File: src/rtl/boot_loader_ctrl.sv
// rtl/boot_loader_ctrl.sv - UART-fed multi-target boot loader with checksum, timeout and write back-pressure
//
// Purpose: parses a framed byte stream into word writes to NUM_TGT memories and
// holds the core in reset until an END frame is accepted after an error-free frame.
//
// Frame:     A5 | TGT | ADDR lo,hi | LEN lo,hi (words) | BPW*LEN data bytes, LSB first | CSUM
// END frame: A5 FF
//
// Ports:
//   clk_i        in   1        clock
//   rst_i        in   1        synchronous reset, active-high
//   rx_dv_i      in   1        one-cycle strobe, rx_byte_i valid
//   rx_byte_i    in   8        received byte
//   mem_we_o     out  NUM_TGT  one-hot write request, held until granted
//   mem_gnt_i    in   1        grant for the asserted request
//   mem_addr_o   out  AW       word address
//   mem_wdata_o  out  DW       write data
//   sys_rst_o    out  1        core reset request, active-high
//   done_o       out  1        END accepted, program loaded
//   err_o        out  4        sticky: [0] bad target [1] checksum [2] timeout [3] overrun
module boot_loader_ctrl #(
    parameter int AW      = 14,
    parameter int DW      = 32,
    parameter int NUM_TGT = 2,
    parameter int TIMEOUT = 100000
) (
    input  logic               clk_i,
    input  logic               rst_i,
    input  logic               rx_dv_i,
    input  logic [7:0]         rx_byte_i,
    output logic [NUM_TGT-1:0] mem_we_o,
    input  logic               mem_gnt_i,
    output logic [AW-1:0]      mem_addr_o,
    output logic [DW-1:0]      mem_wdata_o,
    output logic               sys_rst_o,
    output logic               done_o,
    output logic [3:0]         err_o
);

    localparam int BPW = DW / 8;
    localparam int BCW = (BPW > 1) ? $clog2(BPW) : 1;
    localparam int TW  = (NUM_TGT > 1) ? $clog2(NUM_TGT) : 1;
    localparam int TMW = $clog2(TIMEOUT + 1);

    typedef enum logic [3:0] {
        S_IDLE,
        S_TGT,
        S_ADDR0,
        S_ADDR1,
        S_LEN0,
        S_LEN1,
        S_DATA,
        S_CSUM,
        S_DONE
    } state_t;

    state_t             r_state;
    logic [TW-1:0]      r_tgt;
    logic [7:0]         r_lo;          // low byte of ADDR or LEN while waiting for the high byte
    logic [AW-1:0]      r_next_addr;   // address the next accepted word will be written to
    logic [15:0]        r_len;
    logic [15:0]        r_words;       // words assembled so far in this frame
    logic [BCW-1:0]     r_byte_cnt;
    logic [DW-1:0]      r_asm;
    logic [7:0]         r_sum;
    logic [TMW-1:0]     r_timer;
    logic [3:0]         r_err;
    logic               r_err_prev;    // errors from before this frame's A5 cleared r_err
    logic               r_done;
    logic               r_sys_rst;

    logic [NUM_TGT-1:0] r_we;
    logic [AW-1:0]      r_wr_addr;
    logic [DW-1:0]      r_wdata;

    logic               w_last_byte;
    logic               w_word_done;
    logic               w_busy;
    logic               w_word_load;
    logic [DW-1:0]      w_word;
    logic [7:0]         w_sum_next;
    logic               w_tgt_ok;

    // A held request that is not being granted this cycle blocks a new word.
    // A grant in the same cycle frees the holding register so the next word loads gap-free.
    assign w_last_byte = (r_byte_cnt == BCW'(BPW - 1));
    assign w_word_done = (r_state == S_DATA) && rx_dv_i && w_last_byte;
    assign w_busy      = (r_we != '0) && !mem_gnt_i;
    assign w_word_load = w_word_done && !w_busy;
    // Bytes arrive LSB first: each new byte enters at the top and slides down.
    assign w_word      = (r_asm >> 8) | (DW'(rx_byte_i) << (DW - 8));
    assign w_sum_next  = r_sum + rx_byte_i;
    assign w_tgt_ok    = (int'(rx_byte_i) < NUM_TGT);

    assign mem_we_o    = r_we;
    assign mem_addr_o  = r_wr_addr;
    assign mem_wdata_o = r_wdata;
    assign sys_rst_o   = r_sys_rst;
    assign done_o      = r_done;
    assign err_o       = r_err;

    // Write holding register, independent of the parser so a pending write
    // still completes after a timeout, checksum error or END.
    always_ff @(posedge clk_i) begin
        if (rst_i) begin
            r_we      <= '0;
            r_wr_addr <= '0;
            r_wdata   <= '0;
        end else if (w_word_load) begin
            r_we      <= NUM_TGT'(1) << r_tgt;
            r_wr_addr <= r_next_addr;
            r_wdata   <= w_word;
        end else if (r_we != '0 && mem_gnt_i) begin
            r_we      <= '0;
        end
    end

    always_ff @(posedge clk_i) begin
        if (rst_i) begin
            r_state     <= S_IDLE;
            r_tgt       <= '0;
            r_lo        <= '0;
            r_next_addr <= '0;
            r_len       <= '0;
            r_words     <= '0;
            r_byte_cnt  <= '0;
            r_asm       <= '0;
            r_sum       <= '0;
            r_timer     <= '0;
            r_err       <= '0;
            r_err_prev  <= 1'b0;
            r_done      <= 1'b0;
            r_sys_rst   <= 1'b1;
        end else begin
            case (r_state)
                S_IDLE: begin
                    r_timer <= '0;
                    if (rx_dv_i && rx_byte_i == 8'hA5) begin
                        r_state    <= S_TGT;
                        r_err      <= '0;
                        r_err_prev <= (r_err != '0);
                        r_sum      <= '0;
                        r_words    <= '0;
                        r_byte_cnt <= '0;
                    end
                end

                S_DONE: begin
                    r_done    <= 1'b1;
                    r_sys_rst <= 1'b0;
                end

                default: begin
                    if (!rx_dv_i) begin
                        if (r_timer == TMW'(TIMEOUT - 1)) begin
                            r_err[2] <= 1'b1;
                            r_state  <= S_IDLE;
                            r_timer  <= '0;
                        end else begin
                            r_timer <= r_timer + 1'b1;
                        end
                    end else begin
                        r_timer <= '0;
                        r_sum   <= w_sum_next;
                        case (r_state)
                            S_TGT: begin
                                if (w_tgt_ok) begin
                                    r_tgt   <= TW'(rx_byte_i);
                                    r_state <= S_ADDR0;
                                end else if (rx_byte_i == 8'hFF) begin
                                    if (!r_err_prev) begin
                                        r_state   <= S_DONE;
                                        r_done    <= 1'b1;
                                        r_sys_rst <= 1'b0;
                                    end else begin
                                        r_state <= S_IDLE;
                                    end
                                end else begin
                                    r_err[0] <= 1'b1;
                                    r_state  <= S_IDLE;
                                end
                            end
                            S_ADDR0: begin
                                r_lo    <= rx_byte_i;
                                r_state <= S_ADDR1;
                            end
                            S_ADDR1: begin
                                r_next_addr <= AW'({rx_byte_i, r_lo});
                                r_state     <= S_LEN0;
                            end
                            S_LEN0: begin
                                r_lo    <= rx_byte_i;
                                r_state <= S_LEN1;
                            end
                            S_LEN1: begin
                                r_len   <= {rx_byte_i, r_lo};
                                r_state <= ({rx_byte_i, r_lo} == 16'd0) ? S_CSUM : S_DATA;
                            end
                            S_DATA: begin
                                r_asm <= w_word;
                                if (w_last_byte) begin
                                    r_byte_cnt <= '0;
                                    // A dropped word does not consume an address.
                                    if (w_busy) begin
                                        r_err[3] <= 1'b1;
                                    end else begin
                                        r_next_addr <= r_next_addr + 1'b1;
                                    end
                                    if (r_words == r_len - 16'd1) begin
                                        r_state <= S_CSUM;
                                    end
                                    r_words <= r_words + 16'd1;
                                end else begin
                                    r_byte_cnt <= r_byte_cnt + 1'b1;
                                end
                            end
                            S_CSUM: begin
                                if (w_sum_next != 8'h00) begin
                                    r_err[1] <= 1'b1;
                                end
                                r_state <= S_IDLE;
                            end
                            default: begin
                                r_state <= S_IDLE;
                            end
                        endcase
                    end
                end
            endcase
        end
    end

endmodule

File: config.mk
export PLATFORM = sky130hd
export DESIGN_NAME = boot_loader_ctrl
export DESIGN_NICKNAME = d
export VERILOG_FILES = /design/src/rtl/boot_loader_ctrl.sv
export SDC_FILE = /design/constraint.sdc
export NUM_CORES = 1
export LEC_CHECK = 0
export BUFFER_PORTS_ARGS = -buffer_cell sky130_fd_sc_hd__buf_2
export CORE_UTILIZATION = 43
export DETAILED_ROUTE_END_ITERATION = 6
export GPL_TIMING_DRIVEN = 0
export SYNTH_ARGS = -nofsm -noshare
export SYNTH_HDL_FRONTEND = slang
export SYNTH_SLANG_ARGS = --single-unit
File: constraint.sdc
create_clock -name clk_i -period 4.12 [get_ports clk_i]
set_input_delay 0.412 -clock clk_i [delete_from_list [all_inputs] [get_ports clk_i]]
set_output_delay 0.412 -clock clk_i [all_outputs]
set_load 0.05 [all_outputs]
# Yosys cells after proc, flatten, opt, wreduce, memory -nomap -nowiden
# Index checks and enable logic that the tools add are counted.
# op_classes
n_addsub	6
magnitude_cmp	1
n_eq_ne	23
shift	1
mux	58
bitwise	4
reduce_logical	44
# ops
cell	n
$mux 16	4
$mux 4	9
$mux 17	2
$pmux 17 s2	1
$or 24x32->32	1
$pmux 16 s2	1
$mux 14	2
$pmux 14 s2	1
$reduce_bool 2->1	14
$pmux 4 s6	1
$mux 1	22
$reduce_and 5->1	4
$reduce_and 6->1	3
$add 17x1->17 const B	1
$eq 17x17->1 const B	1
$add 16x1->16 const B	1
$eq 16x16->1	1
$eq 4x3->1 const B	4
$eq 8x8->1 const B	2
$logic_not 16->1	1
$mux 8	2
$pmux 4 s2	2
$pmux 8 s2	1
$sub 16x1->16 const B	1
27 further kinds	55
# word_totals
regBits	173
word_cells	157

# Logic depth before layout (Yosys ltp)
# Gate-level depths: netlist (run 1).
# depth
ltp_word	7
ltp_mapped	10
mapped_depth_nobuf	9

# Worst setup path before layout (run 1)
# Ideal clock, no wire load.
# synth_path
kind	reg2reg
startpoint	reg r_len[0]
endpoint	reg r_state[1]
setup_ns	0.127
arrival_time_ns	2.536
t_required_ns	3.993
setup_slack_ns	1.457
path_stages_with_launch	10
n_path_buf	0
path_cell_list	dfxtp_1 -> inv_1 -> ha_1 -> or4b_4 -> nor3_2 -> or4b_1 -> a32o_1 -> nor4_4 -> nor2_1 -> or3_1
# synth_between
elab_chain_cells	4
# synth_rtl
item	line	rtl
start, declared	61	logic [15:0] r_len;
start signal, assigned	196	r_len <= {rx_byte_i, r_lo};
$sub 16x1->16	209	if (r_words == r_len - 16'd1) begin
$eq 16x16->1	209	
$ne 4x2->1 (no line)	--	
$reduce_and 5->1 (no line)	--	
end signal, assigned	197	r_state <= ({rx_byte_i, r_lo} == 16'd0) ? S_CSUM : S_DATA;
end, declared	57	state_t r_state;
# Every way passes these cells.
# A chain may end at the register's enable or synchronous reset.

# Final worst setup path (run 1)
# layout_path
startpoint	reg r_state[3]
endpoint	reg r_words[9]
# layout_between
elab_chain_cells	3
elab_cells_between_ends	10
cone_classes	3 x eq/ne; 1 x mux; 1 x bitwise; 5 x reduce/logical
# layout_rtl
item	line	rtl
$eq 4x3->1, or another cell as far along	165	case (r_state)
$reduce_bool 2->1 (no line), or another cell as far along	--	
$reduce_and 5->1 (no line)	--	
end signal, assigned	212	r_words <= r_words + 16'd1;
end, declared	62	logic [15:0] r_words;
# Several ways; a longest one is shown, not always the timed one.

==> out/metrics.csv, run 1 <==
metric,value,unit
routed via count,6899,
clock root cell,clkbuf_16,
area of the multi-input gates,4070,sq um
Layout fillers,1764,
fin crit period,3.14,ns
I/O Pins,66,
initial antenna violation count,0,
HP Class,input pin to register,
fin crit share,76.1,%
max-slew violations,0,
DR WL/cell,15.5,um
fin util,51.1,%
Post-Syn Area,7690,sq um
Worst path slowest cell,nor4_2,
"Clk Latency, worst-skew pair",0.43,ns
number of buffers and inverters on the critical path,2,
Routed Wire Length,19.9,mm
Reg area,3300,sq um
Power Density,399,nW/um^2
setup TNS,0,ns
total track usage,22.6,%
post-CTS resize count,0,
syn avg cell area,7.95,sq um
Yosys reg bits,165,
input/output buffers,64,
Num CTS Buffers,17,
number of synthesized flops with an enable pin,0,
critical path peak fanout,10,
CP Cell Sequence,clkbuf_1 -> nor2b_1 -> a31oi_2 -> nor4_2 -> nand2_1 -> clkbuf_1 -> nor3_1 -> xnor2_1 -> nor2_1,
gpl congestion,0.871,
CP Data Arrival Time,3.45,ns
Max Freq,319,MHz
post-route ant nets,0,
Synth cell types,71,
DRC viols,0,
grt ovf,0,
Max Cap Violations,0,
first-pass GRT wire length,32.5,mm
CTS tree,built,
cts hold-fix bufs,0,
initial core utilization,44.3,%
Final setup viols,0,
yosys warns,0,
Num Clock Sinks,165,
leakage power,0.00329,uW
Most used DFF post-synth,dfxtp_1,
Slew HR,47.7,%
crit-path leading delay family,simple AND/OR/NAND/NOR gates,
Rows,48,
total power,3540,uW
Synth area leaders,"dfxtp_1 43%, nand2_1 10%, a21oi_1 7.4%",
"most used cell, CP",clkbuf_1,
H-tree depth,4,
largest net degree at the start of global routing,19,
drt first pass iters,5,
Max stage delay on crit path,0.74,ns
pre-CTS WS,0.673,ns
Clock Skew,0.00797,ns
crit end category,register,
RSZ-0062 raised after global routing,false,
Core Region,17400,sq um
CP Launch Type,register,
Post-DP HPWL,14.2,mm
Synth async-reset ratio,0,%
share of layout cells above drive strength 1,11.6,%
initial DRC count,420,
final setup margin,0.983,ns
Hold Fails Final Rpt,0,
top cell type's share of synthesized area,42.9,%
Post CTS Setup Buffer Count,0,
vias per cell,5.35,
final-stage net count,1076,
sequential share of the synthesized area,42.9,%
worst-margin pin slew,0.778,ns
clock-pin slew on the worst setup and hold paths,0.07,ns
cells after synthesis,968,
Clock Path Buffers,2,
ant diodes,0,
status,completed,
area grow syn2layout,15.3,%
die extent in y,136,um
die width,136,um
"Req. time, crit path",4.43,ns
Yosys top cell by area,dfxtp_1,
Die ar.,18400,sq um
CP Class,register to register,
Max rail drop VDD,0.367,mV
number of global-route vias before repair,6305,
syn nets,993,
## through the flow
step           instance area [sq um]  instances  hold WS [ns]
3_5_place_dp                    8300       1257         0.445
4_1_cts                         8870       1289         0.324
5_1_grt                         8870       1289         0.343
2_1_floorplan                   7690        968         0.432
6_report                        8870       1289         0.329
3_3_place_gp                    8300       1257         0.436
## metal layers
layer,global-route usage (%),vias to the layer above,part of all wire [%],wire length (um)
met2,34.6,166,44,8870
met4,8.43,0,2.4,488
li1,-,3504,-,-
met1,31.0,3193,49,9700
met5,0,-,0,0
met3,4.79,36,4.4,877
## cell usage after synthesis (all sizes together) (2+ instances only)
cell    count
a211o       2
a211oi      9
a21boi      4
a21o        2
a21oi     114
a22oi      14
a31oi       4
a32o        2
and2        6
and3       14
and4        4
buf         6
clkbuf     56
dfxtp     165
ha         12
inv        14
mux2i      13
nand2     208
nand2b      7
nand3      40
nand3b      5
nand4      14
nand4b      2
nor2       94
nor2b       5
nor3       23
nor4       10
nor4b       2
o21ai      17
o21bai      2
o22ai       4
o31a        3
o31ai       4
o41ai       2
or2         3
or3         6
or4         2
or4b        5
xnor2      29
xor2       26
## sequential cells by signal, indices dropped and copies added (netlist names), 14 cells and up
name,cells
mem_wdata_o,32
r_asm,24
r_timer,17
r_len,16
r_words,16
mem_addr_o,14
r_next_addr,14
## logic make-up (layout without fill, tap and decap cells)
logic type | after synthesis | after routing | synth area share (%)
xor+xnor | 55 | 55 | 6.26
mux | 14 | 14 | 1.84
flops | 165 | 165 | 42.9
fa+ha+maj | 13 | 13 | 2.21
compound gates | 192 | 192 | 14.8
simple gates | 453 | 453 | 27.8
buf+inv | 76 | 172 | 4.15
## worst min-delay path, stage by stage
cell and delay [ns]:
buf_2 0.11, inv_1 0.07, a21oi_1 0.06, nor2_1 0.07
## layout by cell type, fill, tap and decap left out, drive strengths merged, types with 17 or more instances in the layout
master and n:
clkbuf 73, nor3 23, xnor2 29, buf 70, nand3 40, xor2 26
nand2 208, nor2 94, o21ai 17, a21oi 114, inv 26, dfxtp 165
## where the power goes
group          internal (uW)  switching [uW]  total, uW
combinational            114             218        332
sequential              1620            24.0       1640
clock                    812             752       1560
## area by class of cell
type                    count  area share, %
multi-input cells         727           45.9
well taps                 225           3.17
clock inverters            15           1.71
clock buffers              17           4.79
flip-flops and latches    165           37.2
inverters                  14          0.592
repair buffers             64           3.61
plain buffers              62           3.00
## path summary, 6_finish.rpt
check             startpoint               to  slack (ns)  depth (start not counted)
max               r_state[3]       r_words[9]        0.98                          9
max reg2reg       r_state[3]       r_words[9]        0.98                          9
min                mem_gnt_i      mem_we_o[0]        0.33                          4
min reg2reg  mem_wdata_o[13]  mem_wdata_o[13]        0.45                          2
Note: power is estimated with default switching activity, not from simulation.
==> inputs of run 2 (changes only) <==
ABC_AREA = 1   (was not set)
clock period = 2.7 ns   (was 4.12 ns; I/O delays follow)
==> run 2 against run 1 <==
Effect of this change:
- worst setup slack worse by 0.59 ns
- via count is 3.9% higher
- clock skew is 0.010 ns higher
- area after synthesis is 1.7% higher
- critical endpoint is now r_state[0]
- largest power group unchanged
==> out/metrics.csv, run 2 <==
metric,value,unit,change
Die ar.,18700,sq um,+1.7%
status,completed,,
top cell type's share of synthesized area,42.2,%,-0.73 points
Num CTS Buffers,17,,unchanged
gpl congestion,0.892,,+2.4%
post-CTS resize count,0,,unchanged
Clock Path Buffers,2,,unchanged
die width,137,um,+0.85%
input/output buffers,64,,unchanged
share of layout cells above drive strength 1,13.3,%,+1.7 points
number of global-route vias before repair,6663,,+5.7%
cells after synthesis,1069,,+10%
Hold Fails Final Rpt,0,,unchanged
leakage power,0.00405,uW,+23%
Yosys top cell by area,dfxtp_1,,
Num Clock Sinks,165,,unchanged
first-pass GRT wire length,34.5,mm,+6.2%
CP Launch Type,register,,
grt ovf,0,,unchanged
worst r2r path cells,14,,+5
"Clk Latency, worst-skew pair",0.44,ns,about the same
clock-pin slew on the worst setup and hold paths,0.07,ns,about the same
Final setup viols,0,,unchanged
beginning of the critical path,r_len[0],,
die extent in y,137,um,+0.85%
Post CTS Setup Buffer Count,0,,unchanged
"commonest non-fill, non-tap cell in the layout",nor2_1,,
"most used cell, CP",nand2_1,,
HP Class,input pin to register,,
total track usage,23.9,%,+1.3 points
"count leader, synth",nor2_1,,
ant diodes,0,,unchanged
initial core utilization,44.6,%,+0.31 points
DP Cell Count,1358,,+8.0%
Synth async-reset ratio,0,%,unchanged
Reg2Reg Capture Point,r_state[0],,
DR WL/cell,15.3,um,-0.84%
Max Freq,434,MHz,+36%
Power Density,752,nW/um^2,+89%
area grow syn2layout,15.4,%,
Slew HR,49.6,%,+1.9 points
worst-margin pin slew,0.749,ns,-0.0284 ns
R2R Setup Slk,0.40,ns,-0.59 ns
CP Cell Sequence,inv_1 -> ha_1 -> nand2_1 -> nor2_1 -> nand2_1 -> xor2_1 -> nand3_1 -> nor2_1 -> nand2_1 -> nand3_2 -> nand3_1 -> nand2_1 -> inv_1 -> nor2_1,,
Most used DFF post-synth,dfxtp_1,,
CP Class,register to register,,
setup TNS,0,ns,unchanged
Max Cap Violations,0,,unchanged
Rows,48,,unchanged
Max stage delay on crit path,0.36,ns,-0.38 ns
"Req. time, crit path",3.06,ns,-1.37 ns
H-tree depth,4,,unchanged
syn avg cell area,7.32,sq um,-7.9%
Yosys reg bits,165,,unchanged
Worst path slowest cell,dfxtp_1,,
Core Region,17500,sq um,+1.0%
Synth cell types,48,,-32%
largest net degree at the start of global routing,18,,-1
vias per cell,5.15,,-3.7%
end of the critical path,r_state[0],,
R2R Path Start,r_len[0],,
"top cells by count, synth","187 x nor2_1, 165 x dfxtp_1, 154 x nand2_1, 120 x o21ai_0, 104 x a21oi_1",,
fin crit share,85.3,%,+9.1 points
Synth area leaders,"dfxtp_1 42%, nor2_1 9.0%, o21ai_0 7.7%",,
post-route ant nets,0,,unchanged
number of buffers and inverters on the critical path,2,,unchanged
CP Data Arrival Time,2.66,ns,-0.79 ns
Clock Skew,0.0181,ns,+0.0101 ns
critical path peak fanout,5,,-5
crit-path leading delay family,simple AND/OR/NAND/NOR gates,,
CTS tree,built,,
Crit path depth,14,,+5
RSZ-0062 raised after global routing,false,,
DRC viols,0,,unchanged
cts hold-fix bufs,0,,unchanged
drt first pass iters,4,,-1
max reg flops,32,,unchanged
Post-Layout Cell Count,1390,,+7.8%
number of synthesized flops with an enable pin,0,,unchanged
final-stage net count,1177,,+9.4%
sequential share of the synthesized area,42.2,%,-0.73 points
Layout fillers,1791,,+1.5%
initial DRC count,388,,-7.6%
Post-Syn Area,7830,sq um,+1.7%
fin crit period,2.30,ns,-0.834 ns
Post-DP HPWL,15.9,mm,+12%
I/O Pins,66,,unchanged
clock root cell,clkbuf_16,,
Routed Wire Length,21.3,mm,+6.9%
max-slew violations,0,,unchanged
"leading cell types in the layout, fill and taps excluded","187 x nor2_1, 165 x dfxtp_1, 154 x nand2_1",,
initial antenna violation count,0,,unchanged
syn nets,1094,,+10%
yosys warns,0,,unchanged
routed via count,7165,,+3.9%
crit end category,register,,
Max rail drop VDD,0.409,mV,+12%
run 2: changes by cell type in the layout (fill, tap and decap cells not counted), sizes merged, moves of 10 or more:
| cell | before | now |
|---|---|---|
| and3 | 14 | 1 |
| a22oi | 14 | 0 |
| o21ai | 17 | 123 |
| a21oi | 114 | 104 |
| inv | 26 | 95 |
| mux2i | 13 | 0 |
| clkbuf | 73 | 44 |
| nor2 | 94 | 197 |
| buf | 70 | 86 |
| xnor2 | 29 | 15 |
| nand2 | 208 | 156 |
run 2: layout make-up:
cell class                 instances  area, sq um  area share, %
buffer                            47          231           2.56
clock buffer                      19          453           5.01
clock inverter                    13          154           1.70
inverter                          87          332           3.67
multi-input combinational        770         3960           43.8
sequential                       165         3300           36.6
tap                              225          282           3.12
timing repair buffer              64          320           3.54
run 2: kinds of logic after synthesis:
kind of cell	synth area share, %
and+or+nand+nor	27.1
AOI/OAI and AO/OA	16.3
DFF	42.2
buffers and inverters	7.19
xor gates and xnor gates	5.04
adders and majority gates	2.17
run 2: per-layer routing:
metal	global-route usage [%]	wire (um)
met4	6.47	265
met1	32.7	10500
met3	4.44	841
met5	0	0
met2	38.4	9700
run 2: report_power, final:
part           internal, uW  switching, uW  leakage [uW]
Combinational           508           1040       0.00242
Clock                  1370           1120      0.000296
Sequential             2610            152       0.00133
run 2: worst min-delay path by stage:
stage               cells after the start      start     endpoint  slack [ns]
finish                                  4  mem_gnt_i  mem_we_o[0]        0.12
detailed placement                      2  sys_rst_o    sys_rst_o        0.43
global route                            4  mem_gnt_i  mem_we_o[0]        0.14
floorplan                               2    rx_dv_i      r_lo[7]        0.44
CTS                                     4  mem_gnt_i  mem_we_o[0]        0.11
global placement                        2  sys_rst_o    sys_rst_o        0.42
run 2: worst min-delay path: cells and delay by family:
family | cells | cell delay, ns
AO/OA/AOI/OAI | 1 | 0.05
buffers and inverters | 2 | 0.13
AND/OR/NAND/NOR | 1 | 0.05
run 2: metrics by stage:
step                area, sq um  util (%)  total power (uW)  setup WS [ns]  hold slack, ns
floorplan                  7830         -              3970          0.901           0.436
global placement           8430      48.1              4340          0.427           0.425
detailed placement         8430      48.1              4350          0.417           0.427
CTS                        9040      51.5              6830          0.387           0.111
global route               9040      51.5              7140         0.0892           0.145
finish                     9040      51.5              6790          0.397           0.119
